## src/rtl/int_alu_sequencer_pkg.sv

```systemverilog
// Shared definitions for the integer ALU sequencer: opcodes, ALU select value
// and the sequencer state type.
package int_alu_pkg;

    localparam logic [7:0] INT_ADD  = 8'h10;
    localparam logic [7:0] INT_SUB  = 8'h11;
    localparam logic [7:0] INT_MULT = 8'h12;
    localparam logic [7:0] INT_DIV  = 8'h13;

    localparam logic [3:0] INT_ALU_SEL = 4'h5;

    typedef enum logic [2:0] {
        IDLE,
        WRITE,
        READ,
        CAPTURE,
        RESP
    } seq_state_t;

    function automatic logic is_legal_op(input logic [7:0] op);
        return (op >= INT_ADD) && (op <= INT_DIV);
    endfunction

endpackage

```

## src/rtl/int_alu_sequencer_if.sv

```systemverilog
// Execution-engine request/response handshake and integer ALU bus bundles.
interface int_alu_exe_if #(
    parameter int unsigned OPND_W = 64
);
    logic              req_valid;
    logic              req_ready;
    logic [7:0]        req_opcode;
    logic [OPND_W-1:0] req_a;
    logic [OPND_W-1:0] req_b;
    logic              rsp_valid;
    logic              rsp_ready;
    logic [OPND_W-1:0] rsp_data;
    logic              rsp_err;

    // master = execution engine, slave = sequencer
    modport master (
        output req_valid, req_opcode, req_a, req_b, rsp_ready,
        input  req_ready, rsp_valid, rsp_data, rsp_err
    );
    modport slave (
        input  req_valid, req_opcode, req_a, req_b, rsp_ready,
        output req_ready, rsp_valid, rsp_data, rsp_err
    );
endinterface

interface int_alu_bus_if #(
    parameter int unsigned BUS_W = 256
);
    logic [15:0]      address;
    logic [7:0]       opcode;
    logic [BUS_W-1:0] ExeDataOut;
    logic             nWrite;
    logic             nRead;
    logic [BUS_W-1:0] IntDataOut;

    // master = sequencer, slave = integer ALU
    modport master (
        output address, opcode, ExeDataOut, nWrite, nRead,
        input  IntDataOut
    );
    modport slave (
        input  address, opcode, ExeDataOut, nWrite, nRead,
        output IntDataOut
    );
endinterface

```

## src/rtl/int_alu_sequencer.sv

```systemverilog
// Integer ALU front end: accepts one op, runs the write/read/capture bus
// phases and returns the result; illegal ops and divide-by-zero never reach the ALU.
module int_alu_sequencer #(
    parameter logic [3:0]  INT_ALU_SEL = int_alu_pkg::INT_ALU_SEL,
    parameter int unsigned OPND_W      = 64,
    parameter int unsigned BUS_W       = 256
) (
    input logic           Clk,
    input logic           Reset,
    int_alu_exe_if.slave  exe,
    int_alu_bus_if.master alu
);
    import int_alu_pkg::*;

    seq_state_t state;

    always_ff @(posedge Clk) begin
        if (Reset) begin
            state          <= IDLE;
            exe.req_ready  <= 1'b1;
            exe.rsp_valid  <= 1'b0;
            exe.rsp_data   <= '0;
            exe.rsp_err    <= 1'b0;
            alu.address    <= '0;
            alu.opcode     <= '0;
            alu.ExeDataOut <= '0;
            alu.nWrite     <= 1'b1;
            alu.nRead      <= 1'b1;
        end else begin
            case (state)
                IDLE: begin
                    if (exe.req_valid) begin
                        exe.req_ready <= 1'b0;
                        // Screened requests skip the bus entirely and answer next cycle
                        if (!is_legal_op(exe.req_opcode)) begin
                            state         <= RESP;
                            exe.rsp_valid <= 1'b1;
                            exe.rsp_err   <= 1'b1;
                            exe.rsp_data  <= '0;
                        end else if (exe.req_opcode == INT_DIV && exe.req_b == '0) begin
                            state         <= RESP;
                            exe.rsp_valid <= 1'b1;
                            exe.rsp_err   <= 1'b1;
                            exe.rsp_data  <= '1;
                        end else begin
                            state          <= WRITE;
                            alu.address    <= {INT_ALU_SEL, 12'h000};
                            alu.opcode     <= exe.req_opcode;
                            alu.ExeDataOut <= {{(BUS_W-2*OPND_W){1'b0}}, exe.req_b, exe.req_a};
                            alu.nWrite     <= 1'b0;
                        end
                    end
                end
                WRITE: begin
                    state      <= READ;
                    alu.nWrite <= 1'b1;
                    alu.nRead  <= 1'b0;
                end
                READ: begin
                    state     <= CAPTURE;
                    alu.nRead <= 1'b1;
                end
                CAPTURE: begin
                    state         <= RESP;
                    exe.rsp_data  <= alu.IntDataOut[OPND_W-1:0];
                    exe.rsp_err   <= 1'b0;
                    exe.rsp_valid <= 1'b1;
                    alu.address   <= '0;
                end
                RESP: begin
                    if (exe.rsp_ready) begin
                        state         <= IDLE;
                        exe.rsp_valid <= 1'b0;
                        exe.req_ready <= 1'b1;
                    end
                end
                default: state <= IDLE;
            endcase
        end
    end

endmodule

```

## src/flat_wrapper.sv

```systemverilog
// flat-port wrapper written by rule: the top's interface ports become plain ports
module int_alu_sequencer_flat import int_alu_pkg::*;
#(
    parameter logic [3:0]  INT_ALU_SEL = int_alu_pkg::INT_ALU_SEL,
    parameter int unsigned OPND_W      = 64,
    parameter int unsigned BUS_W       = 256
)
  (Clk, Reset, exe_req_valid, exe_req_opcode, exe_req_a, exe_req_b, exe_rsp_ready, exe_req_ready, exe_rsp_valid, exe_rsp_data, exe_rsp_err, alu_address, alu_opcode, alu_ExeDataOut, alu_nWrite, alu_nRead, alu_IntDataOut);
  int_alu_exe_if #(.OPND_W(OPND_W)) exe_i ();
  int_alu_bus_if #(.BUS_W(BUS_W)) alu_i ();
  input logic Clk;
  input logic Reset;
  input wire logic [$bits(exe_i.req_valid)-1:0] exe_req_valid;
  input wire logic [$bits(exe_i.req_opcode)-1:0] exe_req_opcode;
  input wire logic [$bits(exe_i.req_a)-1:0] exe_req_a;
  input wire logic [$bits(exe_i.req_b)-1:0] exe_req_b;
  input wire logic [$bits(exe_i.rsp_ready)-1:0] exe_rsp_ready;
  output wire logic [$bits(exe_i.req_ready)-1:0] exe_req_ready;
  output wire logic [$bits(exe_i.rsp_valid)-1:0] exe_rsp_valid;
  output wire logic [$bits(exe_i.rsp_data)-1:0] exe_rsp_data;
  output wire logic [$bits(exe_i.rsp_err)-1:0] exe_rsp_err;
  output wire logic [$bits(alu_i.address)-1:0] alu_address;
  output wire logic [$bits(alu_i.opcode)-1:0] alu_opcode;
  output wire logic [$bits(alu_i.ExeDataOut)-1:0] alu_ExeDataOut;
  output wire logic [$bits(alu_i.nWrite)-1:0] alu_nWrite;
  output wire logic [$bits(alu_i.nRead)-1:0] alu_nRead;
  input wire logic [$bits(alu_i.IntDataOut)-1:0] alu_IntDataOut;
  assign exe_i.req_valid = exe_req_valid;
  assign exe_i.req_opcode = exe_req_opcode;
  assign exe_i.req_a = exe_req_a;
  assign exe_i.req_b = exe_req_b;
  assign exe_i.rsp_ready = exe_rsp_ready;
  assign exe_req_ready = exe_i.req_ready;
  assign exe_rsp_valid = exe_i.rsp_valid;
  assign exe_rsp_data = exe_i.rsp_data;
  assign exe_rsp_err = exe_i.rsp_err;
  assign alu_address = alu_i.address;
  assign alu_opcode = alu_i.opcode;
  assign alu_ExeDataOut = alu_i.ExeDataOut;
  assign alu_nWrite = alu_i.nWrite;
  assign alu_nRead = alu_i.nRead;
  assign alu_i.IntDataOut = alu_IntDataOut;
  int_alu_sequencer #(.INT_ALU_SEL(INT_ALU_SEL), .OPND_W(OPND_W), .BUS_W(BUS_W)) u_core (.Clk(Clk), .Reset(Reset), .exe(exe_i), .alu(alu_i));
endmodule
```

## config.mk

```make
export PLATFORM = sky130hd
export DESIGN_NAME = int_alu_sequencer_flat
export DESIGN_NICKNAME = d
export VERILOG_FILES = /design/src/rtl/int_alu_sequencer_pkg.sv /design/src/rtl/int_alu_sequencer_if.sv /design/src/rtl/int_alu_sequencer.sv /design/src/flat_wrapper.sv
export SDC_FILE = /design/constraint.sdc
export NUM_CORES = 1
export LEC_CHECK = 0
export ABC_CLOCK_PERIOD_IN_PS = 5300
export BUFFER_PORTS_ARGS = -buffer_cell sky130_fd_sc_hd__buf_2
export CAP_MARGIN = 10
export CELL_PAD_IN_SITES_DETAIL_PLACEMENT = 0
export CELL_PAD_IN_SITES_GLOBAL_PLACEMENT = 2
export CORE_AREA = 2 2 288 290
export CTS_BUF_LIST = sky130_fd_sc_hd__clkbuf_8
export CTS_CLUSTER_SIZE = 25
export DETAILED_ROUTE_END_ITERATION = 10
export DIE_AREA = 0 0 290 292
export GPL_TIMING_DRIVEN = 0
export HOLD_SLACK_MARGIN = 0.03
export PLACE_DENSITY = 0.52
export SETUP_SLACK_MARGIN = 0.02
export SLEW_MARGIN = 20
export SYNTH_ARGS = -nofsm -noshare
export SYNTH_HDL_FRONTEND = slang
export SYNTH_SLANG_ARGS = --single-unit
```

## constraint.sdc

```tcl
create_clock -name Clk -period 5.3 [get_ports Clk]
set_input_delay 0.53 -clock Clk [delete_from_list [all_inputs] [get_ports Clk]]
set_output_delay 0.53 -clock Clk [all_outputs]
set_load 0.1 [all_outputs]
```

==> impl_metrics.env <==
export IMPL_design_area_mm2=0.01562
export IMPL_drc=0
export IMPL_avgSynthCellArea_um2=8.688
export IMPL_met3_length_mm=5.916
export IMPL_cts_setup_buffers=0
export IMPL_whs_path_depth=3
export IMPL_critPathArrivalTime_ns=3.47
export IMPL_worstPathCellList="buf_2 > nor4bb_1 > nand4_1 > nor4_4 > nand2_1 > buf_2 > clkbuf_1 > a21oi_1"
export IMPL_final_nets=2234
export IMPL_fp_dieW_um=290
export IMPL_cap_violations=0
export IMPL_p_leak_uw=0.006804
export IMPL_vias=10510
export IMPL_via_per_inst=3.569
export IMPL_min_to="u_core.alu.ExeDataOut[55]$_SDFFE_PP0P_"
export IMPL_path_class="in -> reg"
export IMPL_rows=105
export IMPL_timing_slew_headroom=0.3317
export IMPL_endpoint_kind="register"
export IMPL_syn_to_final_growth_pct=44.96
export IMPL_crit_path_max_incr_delay_ns=0.76
export IMPL_period_minus_slack_ns=2.934
export IMPL_start_util=0.1320
export IMPL_seq_area_mm2=0.004184
export IMPL_antenna_found_initial=19
export IMPL_place_area_mm2=0.01470
export IMPL_io_buffers=409
export IMPL_htreeDepth=2
export IMPL_final_util=0.1914
export IMPL_path_delay_family="simple AND/OR/NAND/NOR gates"
export IMPL_grt_max_degree=12
export IMPL_yosys_warnings=0
export IMPL_overflow=0
export IMPL_hp_start="exe_req_a[55]"
export IMPL_grt_pass1_vias=10710
export IMPL_hpwl_mm=42.62
export IMPL_clock_latency_ns=0.60
export IMPL_synthCells=1240
export IMPL_cts_resized_gates=0
export IMPL_dieHeight_um=292
export IMPL_dr_max_layer_used="met5"
export IMPL_setup_tns_ns=0
export IMPL_fin_crit_sh=0.5536
export IMPL_multiInputGateArea_mm2=0.005525
export IMPL_cts_inserted_buffers=45
export IMPL_ys_seq_area_frac=0.3884
export IMPL_crit_top_cell="buf_2"
export IMPL_cts_sinks=209
export IMPL_worst_pin_slew_ns=1.002
export IMPL_dieArea_mm2=0.08468
export IMPL_drtPass1Iterations=5
export IMPL_start_kind="input pin"
export IMPL_status="complete, no violations"
export IMPL_cts_hold_buf=0
export IMPL_reg2reg_slack_ns=3.04
export IMPL_cts_root_buf="clkbuf_8"
export IMPL_globalplace_congestion=0.8040
export IMPL_cts_path_max_buffers=3
export IMPL_pin_count=745
export IMPL_synth_area_mm2=0.01077
export IMPL_cts_tree="yes"
export IMPL_ant_nets=0
export IMPL_finalSetupViolCount=0
export IMPL_synth_cell_types=35
export IMPL_wl_met2_mm=23.67
export IMPL_worst_path_max_delay_cell="nor4_4"
export IMPL_vdd_drop_max_uv=103.5
export IMPL_track_usage=0.1197
export IMPL_critical_path_buf_inv_count=3
export IMPL_wire_per_inst_um=17.78
export IMPL_critPathMaxFanout=10
export IMPL_max_freq_ghz=0.3408
export IMPL_nFillCells=9239
export IMPL_r2r_end="u_core.exe.rsp_data[14]$_SDFFE_PP0P_"
export IMPL_drive_gt1_frac=0.3487
export IMPL_cp_required_ns=5.83
export IMPL_reg2reg_depth=7
export IMPL_finClkSkew_ns=0.02597
export IMPL_total_power_uw=4710
export IMPL_slew_violations=0
export IMPL_wl_met1_mm=21.48
export IMPL_ys_ff_latch=209
export IMPL_clkTransAtPathRegs_ns=0.06
export IMPL_core_area_mm2=0.08158
export IMPL_r2r_start="u_core.state[0]$_SDFFE_PP0P_"
export IMPL_grt_pass1_wl_mm=75.69
export IMPL_drtIter0Drc=287
export IMPL_rsz0062_at_grt="no"
export IMPL_hp_class="in -> reg"
export IMPL_hold_viol_final=0
export IMPL_power_density_mw_per_mm2=301.6
export IMPL_wl_mm=52.36
## worst max-delay path by stage
stage | depth (start not counted) | from | slack, ns | to
floorplan | 7 | exe_req_b[0] | 3.31 | u_core.alu.ExeDataOut[100]$_SDFFE_PP0P_
global placement | 8 | exe_req_b[12] | 1.23 | u_core.exe.rsp_data[21]$_SDFFE_PP0P_
detailed placement | 8 | exe_req_b[4] | 1.60 | u_core.exe.rsp_data[23]$_SDFFE_PP0P_
CTS | 8 | exe_req_b[4] | 2.28 | u_core.exe.rsp_data[23]$_SDFFE_PP0P_
global route | 8 | exe_req_b[4] | 2.27 | u_core.exe.rsp_data[22]$_SDFFE_PP0P_
finish | 8 | exe_req_b[4] | 2.37 | u_core.exe.rsp_data[23]$_SDFFE_PP0P_
## cell type report
type                    instances  share of cell area
well taps                    1070             0.08573
inverters                       3           0.0007211
diodes                          8            0.001282
multi-input cells             921              0.3538
flip-flops and latches        209              0.2679
plain buffers                 248              0.1017
repair buffers                410              0.1316
clock buffers                  57             0.05024
clock inverters                19            0.007051
## power by group
part / switching [uW] / internal [uW] / total (uW)
sequential: 34.4 / 1620 / 1650
combinational: 988 / 246 / 1230
clock: 819 / 1010 / 1830
## kinds of logic after synthesis
group,synth area share
AOI/OAI and AO/OA,0.1074
xor gates and xnor gates,0.0008132
buffers and inverters,0.1484
DFF,0.3884
muxes,0.1208
other,0.0003481
and+or+nand+nor,0.2338
## cells in the mapped netlist
master | n | area, um2
nor3b_1 | 5 | 37.54
or2_2 | 1 | 6.260
buf_2 | 12 | 60.06
nand2b_1 | 260 | 1627
nand3_1 | 3 | 15.01
dfxtp_1 | 209 | 4184
o21ai_0 | 67 | 335.3
conb_1 | 1 | 3.750
buf_4 | 143 | 1074
a31oi_1 | 66 | 412.9
a211oi_2 | 1 | 12.51
nand4_1 | 3 | 18.77
and3b_1 | 1 | 8.760
nand3b_1 | 1 | 7.510
nand2_1 | 71 | 266.5
a21oi_1 | 69 | 345.3
xnor2_1 | 1 | 8.760
a211oi_1 | 2 | 15.01
nor3_1 | 69 | 345.3
buf_6 | 14 | 157.7
nor3_2 | 1 | 10.01
a21o_1 | 1 | 7.510
a2111oi_0 | 1 | 8.760
inv_1 | 3 | 11.26
or4_1 | 1 | 7.510
nor4_4 | 1 | 21.27
nor2_1 | 2 | 7.510
nor4b_2 | 1 | 15.01
nor4bb_1 | 1 | 10.01
or3b_2 | 1 | 8.760
clkbuf_1 | 79 | 296.5
mux2i_1 | 130 | 1301
and2_1 | 1 | 6.260
o21ba_2 | 2 | 20.02
nor4_1 | 16 | 100.1
## layer usage
layer  up-vias  track usage
met1      4790       0.1371
met4        24      0.03201
met5         -            0
li1       5140            -
met2       471       0.1965
met3        86      0.06021
## through the flow
step | std cells | setup slack (ns) | hold slack (ns)
4_1_cts | 2937 | 2.279 | 0.1184
2_1_floorplan | 1381 | 3.307 | 0.6233
3_5_place_dp | 2861 | 1.597 | 0.4353
5_1_grt | 2939 | 2.270 | 0.1399
6_report | 2945 | 2.366 | 0.1908
3_3_place_gp | 2860 | 1.226 | 0.4349
## cells in the final DEF (no fill, tap or decap), types with 66 or more instances in the layout
cell type / instances
buf_2: 421
nand2b_1: 260
dfxtp_1: 209
buf_4: 144
conb_1: 142
mux2i_1: 130
clkbuf_1: 79
nand2_1: 71
nor3_1: 69
a21oi_1: 69
o21ai_0: 67
a31oi_1: 66
## state kept, by name, indices dropped and copies added (netlist names)
register and cells:
u_core.alu.nRead 1, u_core.alu.address 1, u_core.exe.rsp_data 64, u_core.exe.rsp_err 1
u_core.alu.nWrite 1, u_core.alu.ExeDataOut 128, u_core.exe.req_ready 1, u_core.alu.opcode 8
u_core.exe.rsp_valid 1, u_core.state 3
## worst register-to-register path, stage by stage, from the launching register on
cell and delay (ns):
dfxtp_1 0.32, clkbuf_1 0.35, nor2_1 0.12, nand2_1 0.13
clkbuf_1 0.55, clkbuf_1 0.48, nor3_1 0.09, a21oi_1 0.17
No activity file was read; power rests on OpenSTA's default activity.
